==> src/rtl/pipeline_hazard_ctrl_pkg.sv <==
// Shared types and constants for the pipeline hazard controller.
// Holds the FSM state, forwarding selects and the grouped stage-strobe struct.
package pipeline_hazard_ctrl_pkg;

    typedef enum logic [0:0] {
        RUN   = 1'b0,
        REDIR = 1'b1
    } ctrl_state_t;

    typedef logic [1:0] fwd_sel_t;

    localparam fwd_sel_t FWD_RF  = 2'b00;
    localparam fwd_sel_t FWD_WB  = 2'b01;
    localparam fwd_sel_t FWD_MEM = 2'b10;

    typedef struct packed {
        logic pc_we;
        logic if_id_we;
        logic if_id_flush;
        logic id_ex_we;
        logic id_ex_flush;
        logic ex_mem_we;
        logic ex_mem_flush;
        logic mem_wb_we;
    } hazard_ctrl_t;

    localparam hazard_ctrl_t CTRL_NORMAL = '{
        pc_we: 1'b1, if_id_we: 1'b1, if_id_flush: 1'b0, id_ex_we: 1'b1,
        id_ex_flush: 1'b0, ex_mem_we: 1'b1, ex_mem_flush: 1'b0, mem_wb_we: 1'b1
    };

    localparam hazard_ctrl_t CTRL_FREEZE = '{
        pc_we: 1'b0, if_id_we: 1'b0, if_id_flush: 1'b0, id_ex_we: 1'b0,
        id_ex_flush: 1'b0, ex_mem_we: 1'b0, ex_mem_flush: 1'b0, mem_wb_we: 1'b0
    };

    localparam hazard_ctrl_t CTRL_RESET = '{
        pc_we: 1'b0, if_id_we: 1'b0, if_id_flush: 1'b1, id_ex_we: 1'b0,
        id_ex_flush: 1'b1, ex_mem_we: 1'b0, ex_mem_flush: 1'b1, mem_wb_we: 1'b0
    };

    // MEM result is younger than WB, so it wins; x0 is never forwarded.
    function automatic fwd_sel_t fwd_pick(input logic [4:0] rs,
                                          input logic [4:0] mem_rd,
                                          input logic       mem_reg_write,
                                          input logic [4:0] wb_rd,
                                          input logic       wb_reg_write);
        if (mem_reg_write && mem_rd != 5'd0 && mem_rd == rs) begin
            return FWD_MEM;
        end else if (wb_reg_write && wb_rd != 5'd0 && wb_rd == rs) begin
            return FWD_WB;
        end
        return FWD_RF;
    endfunction

endpackage

==> src/rtl/pipeline_hazard_ctrl_fwd_unit.sv <==
// EX-stage operand forwarding selects for both ALU operands.
module pipeline_hazard_ctrl_fwd_unit
    import pipeline_hazard_ctrl_pkg::*;
(
    input  logic [4:0] ex_rs1,
    input  logic [4:0] ex_rs2,
    input  logic [4:0] mem_rd,
    input  logic       mem_reg_write,
    input  logic [4:0] wb_rd,
    input  logic       wb_reg_write,
    output logic [1:0] fwd_a,
    output logic [1:0] fwd_b
);

    always_comb begin
        fwd_a = fwd_pick(ex_rs1, mem_rd, mem_reg_write, wb_rd, wb_reg_write);
        fwd_b = fwd_pick(ex_rs2, mem_rd, mem_reg_write, wb_rd, wb_reg_write);
    end

endmodule

==> src/rtl/pipeline_hazard_ctrl.sv <==
// Stall/flush/forwarding controller for the 5-stage pipeline, with a small
// RUN/REDIR FSM that parks a redirect target while instruction fetch is busy.
module pipeline_hazard_ctrl
    import pipeline_hazard_ctrl_pkg::*;
#(
    parameter int unsigned XLEN  = 32,
    parameter int unsigned CNT_W = 32
) (
    input  logic             clk,
    input  logic             rst,
    input  logic [4:0]       id_rs1,
    input  logic [4:0]       id_rs2,
    input  logic             id_use_rs1,
    input  logic             id_use_rs2,
    input  logic [4:0]       ex_rs1,
    input  logic [4:0]       ex_rs2,
    input  logic [4:0]       ex_rd,
    input  logic             ex_mem_read,
    input  logic             ex_reg_write,
    input  logic [4:0]       mem_rd,
    input  logic             mem_reg_write,
    input  logic             mem_mem_read,
    input  logic             mem_mem_write,
    input  logic             mem_branch_taken,
    input  logic [XLEN-1:0]  mem_target,
    input  logic [4:0]       wb_rd,
    input  logic             wb_reg_write,
    input  logic             imem_ready,
    input  logic             dmem_ready,
    output logic             pc_we,
    output logic             pc_sel,
    output logic [XLEN-1:0]  pc_target,
    output logic             if_id_we,
    output logic             if_id_flush,
    output logic             id_ex_we,
    output logic             id_ex_flush,
    output logic             ex_mem_we,
    output logic             ex_mem_flush,
    output logic             mem_wb_we,
    output logic [1:0]       fwd_a,
    output logic [1:0]       fwd_b,
    output logic [CNT_W-1:0] stall_cycles,
    output logic [CNT_W-1:0] flush_count
);

    ctrl_state_t      state_q, state_d;
    logic [XLEN-1:0]  tgt_q, tgt_d;
    logic [CNT_W-1:0] stall_cycles_q, flush_count_q;

    hazard_ctrl_t    ctrl;
    logic            pc_sel_c;
    logic [XLEN-1:0] pc_target_c;
    logic            flush_inc;
    logic            dmem_busy;
    logic            load_use;
    logic [1:0]      fwd_a_raw, fwd_b_raw;

    assign dmem_busy = (mem_mem_read | mem_mem_write) & ~dmem_ready;
    assign load_use  = ex_mem_read & ex_reg_write & (ex_rd != 5'd0) &
                       ((id_use_rs1 & (ex_rd == id_rs1)) | (id_use_rs2 & (ex_rd == id_rs2)));

    always_comb begin
        ctrl        = CTRL_NORMAL;
        pc_sel_c    = 1'b0;
        pc_target_c = '0;
        flush_inc   = 1'b0;
        state_d     = state_q;
        tgt_d       = tgt_q;
        if (rst) begin
            ctrl    = CTRL_RESET;
            state_d = RUN;
            tgt_d   = '0;
        end else begin
            case (state_q)
                RUN: begin
                    if (dmem_busy) begin
                        ctrl = CTRL_FREEZE;
                    end else if (mem_branch_taken) begin
                        ctrl.if_id_flush  = 1'b1;
                        ctrl.id_ex_flush  = 1'b1;
                        ctrl.ex_mem_flush = 1'b1;
                        flush_inc         = 1'b1;
                        if (imem_ready) begin
                            pc_sel_c    = 1'b1;
                            pc_target_c = mem_target;
                        end else begin
                            ctrl.pc_we = 1'b0;
                            tgt_d      = mem_target;
                            state_d    = REDIR;
                        end
                    end else if (load_use) begin
                        ctrl.pc_we       = 1'b0;
                        ctrl.if_id_we    = 1'b0;
                        ctrl.id_ex_flush = 1'b1;
                    end else if (!imem_ready) begin
                        ctrl.pc_we       = 1'b0;
                        ctrl.if_id_flush = 1'b1;
                    end
                end
                REDIR: begin
                    // Whatever fetch returns here is wrong-path, so IF/ID stays flushed.
                    ctrl.if_id_flush = 1'b1;
                    if (imem_ready) begin
                        pc_sel_c    = 1'b1;
                        pc_target_c = tgt_q;
                        state_d     = RUN;
                    end else begin
                        ctrl.pc_we = 1'b0;
                    end
                end
                default: state_d = RUN;
            endcase
        end
    end

    always_ff @(posedge clk) begin
        if (rst) begin
            state_q        <= RUN;
            tgt_q          <= '0;
            stall_cycles_q <= '0;
            flush_count_q  <= '0;
        end else begin
            state_q <= state_d;
            tgt_q   <= tgt_d;
            if (!ctrl.pc_we) begin
                stall_cycles_q <= stall_cycles_q + CNT_W'(1);
            end
            if (flush_inc) begin
                flush_count_q <= flush_count_q + CNT_W'(1);
            end
        end
    end

    pipeline_hazard_ctrl_fwd_unit u_fwd_unit (
        .ex_rs1        (ex_rs1),
        .ex_rs2        (ex_rs2),
        .mem_rd        (mem_rd),
        .mem_reg_write (mem_reg_write),
        .wb_rd         (wb_rd),
        .wb_reg_write  (wb_reg_write),
        .fwd_a         (fwd_a_raw),
        .fwd_b         (fwd_b_raw)
    );

    assign fwd_a = rst ? FWD_RF : fwd_a_raw;
    assign fwd_b = rst ? FWD_RF : fwd_b_raw;

    assign pc_we        = ctrl.pc_we;
    assign if_id_we     = ctrl.if_id_we;
    assign if_id_flush  = ctrl.if_id_flush;
    assign id_ex_we     = ctrl.id_ex_we;
    assign id_ex_flush  = ctrl.id_ex_flush;
    assign ex_mem_we    = ctrl.ex_mem_we;
    assign ex_mem_flush = ctrl.ex_mem_flush;
    assign mem_wb_we    = ctrl.mem_wb_we;
    assign pc_sel       = pc_sel_c;
    assign pc_target    = pc_target_c;
    assign stall_cycles = stall_cycles_q;
    assign flush_count  = flush_count_q;

endmodule

==> config.mk <==
export PLATFORM = sky130hd
export DESIGN_NAME = pipeline_hazard_ctrl
export DESIGN_NICKNAME = d
export VERILOG_FILES = /design/src/rtl/pipeline_hazard_ctrl_pkg.sv /design/src/rtl/pipeline_hazard_ctrl_fwd_unit.sv /design/src/rtl/pipeline_hazard_ctrl.sv
export SDC_FILE = /design/constraint.sdc
export NUM_CORES = 1
export LEC_CHECK = 0
export ABC_AREA = 1
export BUFFER_PORTS_ARGS = -buffer_cell sky130_fd_sc_hd__clkbuf_2
export CORE_MARGIN = 4
export CORE_UTILIZATION = 50
export CTS_BUF_LIST = sky130_fd_sc_hd__clkbuf_8
export DETAILED_ROUTE_END_ITERATION = 7
export GPL_TIMING_DRIVEN = 0
export PLACE_DENSITY = 0.78
export SLEW_MARGIN = 20
export SYNTH_ARGS = -nofsm -noshare
export SYNTH_HDL_FRONTEND = slang
export SYNTH_SLANG_ARGS = --single-unit
==> constraint.sdc <==
create_clock -name clk -period 3 [get_ports clk]
set_input_delay 0.15 -clock clk [delete_from_list [all_inputs] [get_ports clk]]
set_output_delay 0.15 -clock clk [all_outputs]
set_load 0.1 [all_outputs]
### Word level (Yosys, flattened, before mapping)

Cells that the tools add are included.

| operators by class | value |
|---|---|
| add/sub/neg operators | 2 |
| equal/unequal tests | 6 |
| multiplexer cells | 47 |
| bitwise gates (word level) | 12 |
| reductions and logical operators | 10 |

Operators with widths:

| kind | count |
|---|---|
| $mux W32 | 5 |
| $add A32 B1 Y32 const B | 2 |
| $pmux W32 S2 | 1 |
| $eq A5 B5 Y1 | 6 |
| $mux W1 | 26 |
| $mux W2 | 8 |
| $reduce_bool A5 Y1 | 3 |
| $mux W8 | 1 |
| $pmux W1 S2 | 4 |
| $and A1 B1 Y1 | 6 |
| $logic_and A1 B1 Y1 | 6 |
| $mux W5 | 1 |
| $not A1 Y1 | 4 |
| $reduce_and A4 Y1 | 1 |
| $mux W3 | 1 |
| $or A1 B1 Y1 | 2 |

| word-level totals | value |
|---|---|
| flip-flop bits (word level) | 97 |
| output and inout bits | 109 |

### Logic depth before layout (Yosys ltp)

| logic depth | value |
|---|---|
| word-level depth | 9 |
| gate-level depth with buffers | 13 |

### Modules after synthesis

Synthesis repeated with hierarchy kept, for this count alone.

| unflattened totals | value |
|---|---|
| cell total of the unflattened synthesis | 982 |
| area, all modules | 6277.3 um^2 |

Modules (own cells, without submodules):

| module | instances | cells each | area each (um^2) | sequential area each (um^2) |
|---|---|---|---|---|
| pipeline_hazard_ctrl | 1 | 902 | 5910.7 | 1941.9 |
| pipeline_hazard_ctrl_fwd_unit | 1 | 80 | 366.6 | 0.0 |

### Worst setup path before layout

No wires, ideal clock.

| timing path | value |
|---|---|
| path kind | reg-to-output |
| start point | register state_q |
| end point | output pc_target[10] |
| arrival time | 4579 ps |
| setup slack | -1729 ps |
| cell stages (with the launch flop) | 7 |
| path through | dfxtp_1 inv_1 o21ai_0 nor2_1 inv_1 clkbuf_1 a211oi_1 |

| between the ends | value |
|---|---|
| longest elaborated chain between the ends | 3 |

Ends and longest elaborated chain:

| element | line | text |
|---|---|---|
| start: declaration | pipeline_hazard_ctrl.sv:46 | `ctrl_state_t state_q, state_d;` |
| start signal: assignment | pipeline_hazard_ctrl.sv:123 | `state_q <= state_d;` |
| $not A1 Y1 | n/a |  |
| $pmux W32 S2 (*) | pipeline_hazard_ctrl.sv:74 | `case (state_q)` |
| $mux W32 (*) | pipeline_hazard_ctrl.sv:69 | `if (rst) begin` |
| end: declaration | pipeline_hazard_ctrl.sv:32 | `output logic [XLEN-1:0] pc_target,` |

Every way passes the cells marked *; elsewhere a longest branch is shown, timed or not.

### Final worst setup path

| timing path | value |
|---|---|
| start point | register state_q |
| end point | output pc_target[27] |

Same word-level chain as after synthesis.

==> impl_metrics.py <==
metrics = {
    "run_status": {
        "status": "complete, no violations",
    },
    "sta": {
        "max_freq_mhz": 387,
        "drv_slew": 0,
        "rsz0062_at_grt": "no",
        "setup_viol": 0,
        "slew_headroom_pct": 46.9,
        "worst_slew_pin_slew_ps": 796,
        "finalCritPeriodShare_pct": 86.1,
        "fin_tns_setup_ps": 0,
        "clock_skew_ps": 14.8,
        "final-hold-violation-count": 0,
        "period_needed_ps": 2580,
    },
    "critical_path": {
        "cp.required_ps": 2850,
        "r2r_cells": 8,
        "r2r_end": "stall_cycles[16]",
        "rrSetupSlack_ps": 1100,
        "critPathArrivalTime_ps": 2430,
        "critPathCaptureType": "output pin",
        "crit_path_start_kind": "register",
        "path_class": "register to output pin",
        "crit_fanout": 10,
        "worstReg2RegStart": "stall_cycles[0]",
    },
    "layout": {
        "num-nets-final": 1243,
        "layout_commonest_cell": "nand2_1",
        "multi_input_area_um2": 3760,
        "regArea_um2": 1940,
        "fillers": 1192,
        "drive_above_1_share_pct": 24.5,
        "layout-area-overhead-vs-synth_pct": 23.9,
        "mostFrequentLayoutCells": "nand2_1 (220), clkbuf_2 (186), nor2_1 (120), inv_1 (108), dfxtp_1 (97)",
        "final_area_um2": 7680,
    },
    "pwr": {
        "pwr-share-comb_pct": 22.3,
        "power_density_nw_per_um2": 360,
        "pwr-share-seq_pct": 48.3,
        "internal_power_mw": 1.80,
        "switchingPower_mw": 0.971,
        "totalPowerFinal_mw": 2.77,
        "p_leak_nw": 3.19,
        "p_clk_share_pct": 29.3,
        "p_sw_share_pct": 35.1,
        "ir_drop_uv": 263,
    },
    "clock_tree": {
        "cts_setup_buffers": 0,
        "clkTransAtPathRegs_ps": 100,
        "cts_hold_repair.buffers": 0,
        "clockRootBuffer": "clkbuf_8",
        "cts_tree": "done",
        "cts_resized": 0,
        "cts_buffer_depth": 2,
        "cts_num_sinks": 97,
        "insertion_delay_ps": 390,
        "h-tree-depth": 3,
        "numCtsBuffers": 9,
    },
    "synth": {
        "synth_compound_area_share_pct": 15.9,
        "syn_area_per_cell_um2": 6.43,
        "yosys.area.top_type": "dfxtp_1",
        "synth_top_area_share_pct": 31.3,
        "ys_seq_area_share_pct": 31.3,
        "synth.area.mux_share_pct": 0,
        "ys_top_cells_by_area": "dfxtp_1 (31%), nand2_1 (13%), nor2_1 (7.3%), a21oi_1 (6.9%), inv_1 (6.5%)",
        "syn_area_um2": 6200,
        "synthSimpleGateAreaFrac_pct": 35.2,
        "synth_top_family_by_area": "simple AND/OR/NAND/NOR gates",
        "ys_ff_latch": 97,
        "synthCells": 964,
        "synth.yosys.warnings": 0,
        "yosysUniqueCellTypes": 39,
        "synth_fa_ha_area_share_pct": 0.404,
        "syn_nets": 1046,
        "synth_xor_area_share_pct": 6.50,
    },
    "floorplanning": {
        "core-area_um2": 12100,
        "die_h_um": 119,
        "pin_count": 189,
        "dieArea_um2": 14200,
        "fp.dieW_um": 119,
        "num_rows": 40,
        "start_util_pct": 51.4,
    },
    "detailed_routing": {
        "drc": 0,
        "drtIter0Drc": 519,
        "wl_mm": 18.6,
        "dr_total_vias": 6941,
        "drtPass1Iterations": 5,
        "postRouteAntennaNets": 0,
        "viasPerCell": 5.20,
        "wl_per_cell_um": 13.9,
    },
    "hold_path": {
        "hp-start": "mem_target[30]",
        "holdCritPathClass": "input port to register",
        "worstHoldEndpoint": "tgt_q[30]",
        "worstHoldPathCells": 3,
    },
    "placement": {
        "dp_hpwl_mm": 14.9,
        "portBuffers": 186,
        "dpl-instance-area_um2": 7500,
        "place.gp.congestion": 0.993,
    },
    "global_route": {
        "first_global_vias": 6418,
        "gr-total-overflow": 0,
        "grt_usage_pct": 25.9,
        "grt_start_max_net_pins": 17,
        "grt_pass1_wl_mm": 30.6,
        "antenna_found_initial": 1,
    },
    "flow_run": {
        "max-cap-violations": 0,
    },
}
==> how the worst max path moves through the flow <==
| stage | slack (ps) | start | to | cells past startpoint |
|---|---|---|---|---|
| floorplan | -380 | state_q | pc_target[10] | 6 |
| global placement | 790 | rst | pc_target[6] | 8 |
| detailed placement | 800 | rst | pc_target[6] | 8 |
| CTS | 410 | state_q | pc_target[27] | 5 |
| global route | 270 | state_q | pc_target[12] | 7 |
| finish | 420 | state_q | pc_target[27] | 5 |
==> cell type report <==
class / count / area share (%)
flip-flops and latches: 97 / 25.3
well taps: 168 / 2.74
clock buffers: 10 / 1.79
diodes: 1 / 0.0326
multi-input cells: 703 / 48.9
plain buffers: 46 / 2.87
repair buffers: 186 / 12.1
inverters: 118 / 5.77
clock inverters: 5 / 0.505
==> sequential cells by signal (all words and copies together), names as in the netlist <==
signal / flops
flush_count: 32
stall_cycles: 32
tgt_q: 32
state_q: 1
==> cells by family after synthesis <==
kind of cell	after synthesis
DFF	97
xor gates and xnor gates	46
buffers and inverters	164
AOI/OAI and AO/OA	174
adders and majority gates	2
and+or+nand+nor	481
==> routing by layer <==
layer / routed length (um) / GRT usage [%]
met1: 8200 / 33.3
met2: 8300 / 41.5
met3: 1620 / 7.64
met4: 457 / 8.66
met5: 0 / 0
==> Yosys cell counts <==
library cell	number
o21ai_0	44
nor3_4	1
nand2_2	5
buf_1	2
nand3_1	17
a21oi_1	85
a211oi_1	34
nor2_2	3
xor2_1	28
buf_2	8
inv_1	108
nor3_1	37
clkbuf_1	30
a31o_2	1
buf_6	4
o21a_1	2
o22ai_1	1
nor2_4	4
nand4_1	48
buf_4	2
nor3b_1	1
o21bai_4	1
nor3_2	4
o21ai_1	3
or2_2	2
dfxtp_1	97
ha_1	2
nand2_4	1
or2_1	1
nor4_1	3
nand3b_1	7
nand3_2	5
nor2_1	121
nor2_8	1
nand2_1	220
xnor2_1	18
o41ai_1	1
a31oi_1	2
inv_2	10
==> power by group through the flow <==
stage	Sequential, mW	Combinational [mW]	Clock (mW)
floorplan	1.41	0.414	0
global placement	1.37	0.611	0
detailed placement	1.37	0.618	0
CTS	1.34	0.619	0.829
global route	1.34	0.667	0.885
finish	1.34	0.619	0.812
==> stage by stage <==
step,cells,hold slack [ps],utilization (%),worst slack [ps]
after floorplan,964,341,-,-377
after global placement,1318,441,62.2,793
after detailed placement,1318,450,62.2,805
after CTS,1333,40.1,63.7,410
after global routing,1334,50.9,63.7,269
final,1334,52.8,63.7,416
==> worst max-delay path: stages, from the launching register on <==
cell,delay (ps)
dfxtp_1,410
clkbuf_1,360
clkbuf_1,460
nor2_1,100
a211oi_2,220
clkbuf_2,490
No activity file was read; power rests on OpenSTA's default activity.
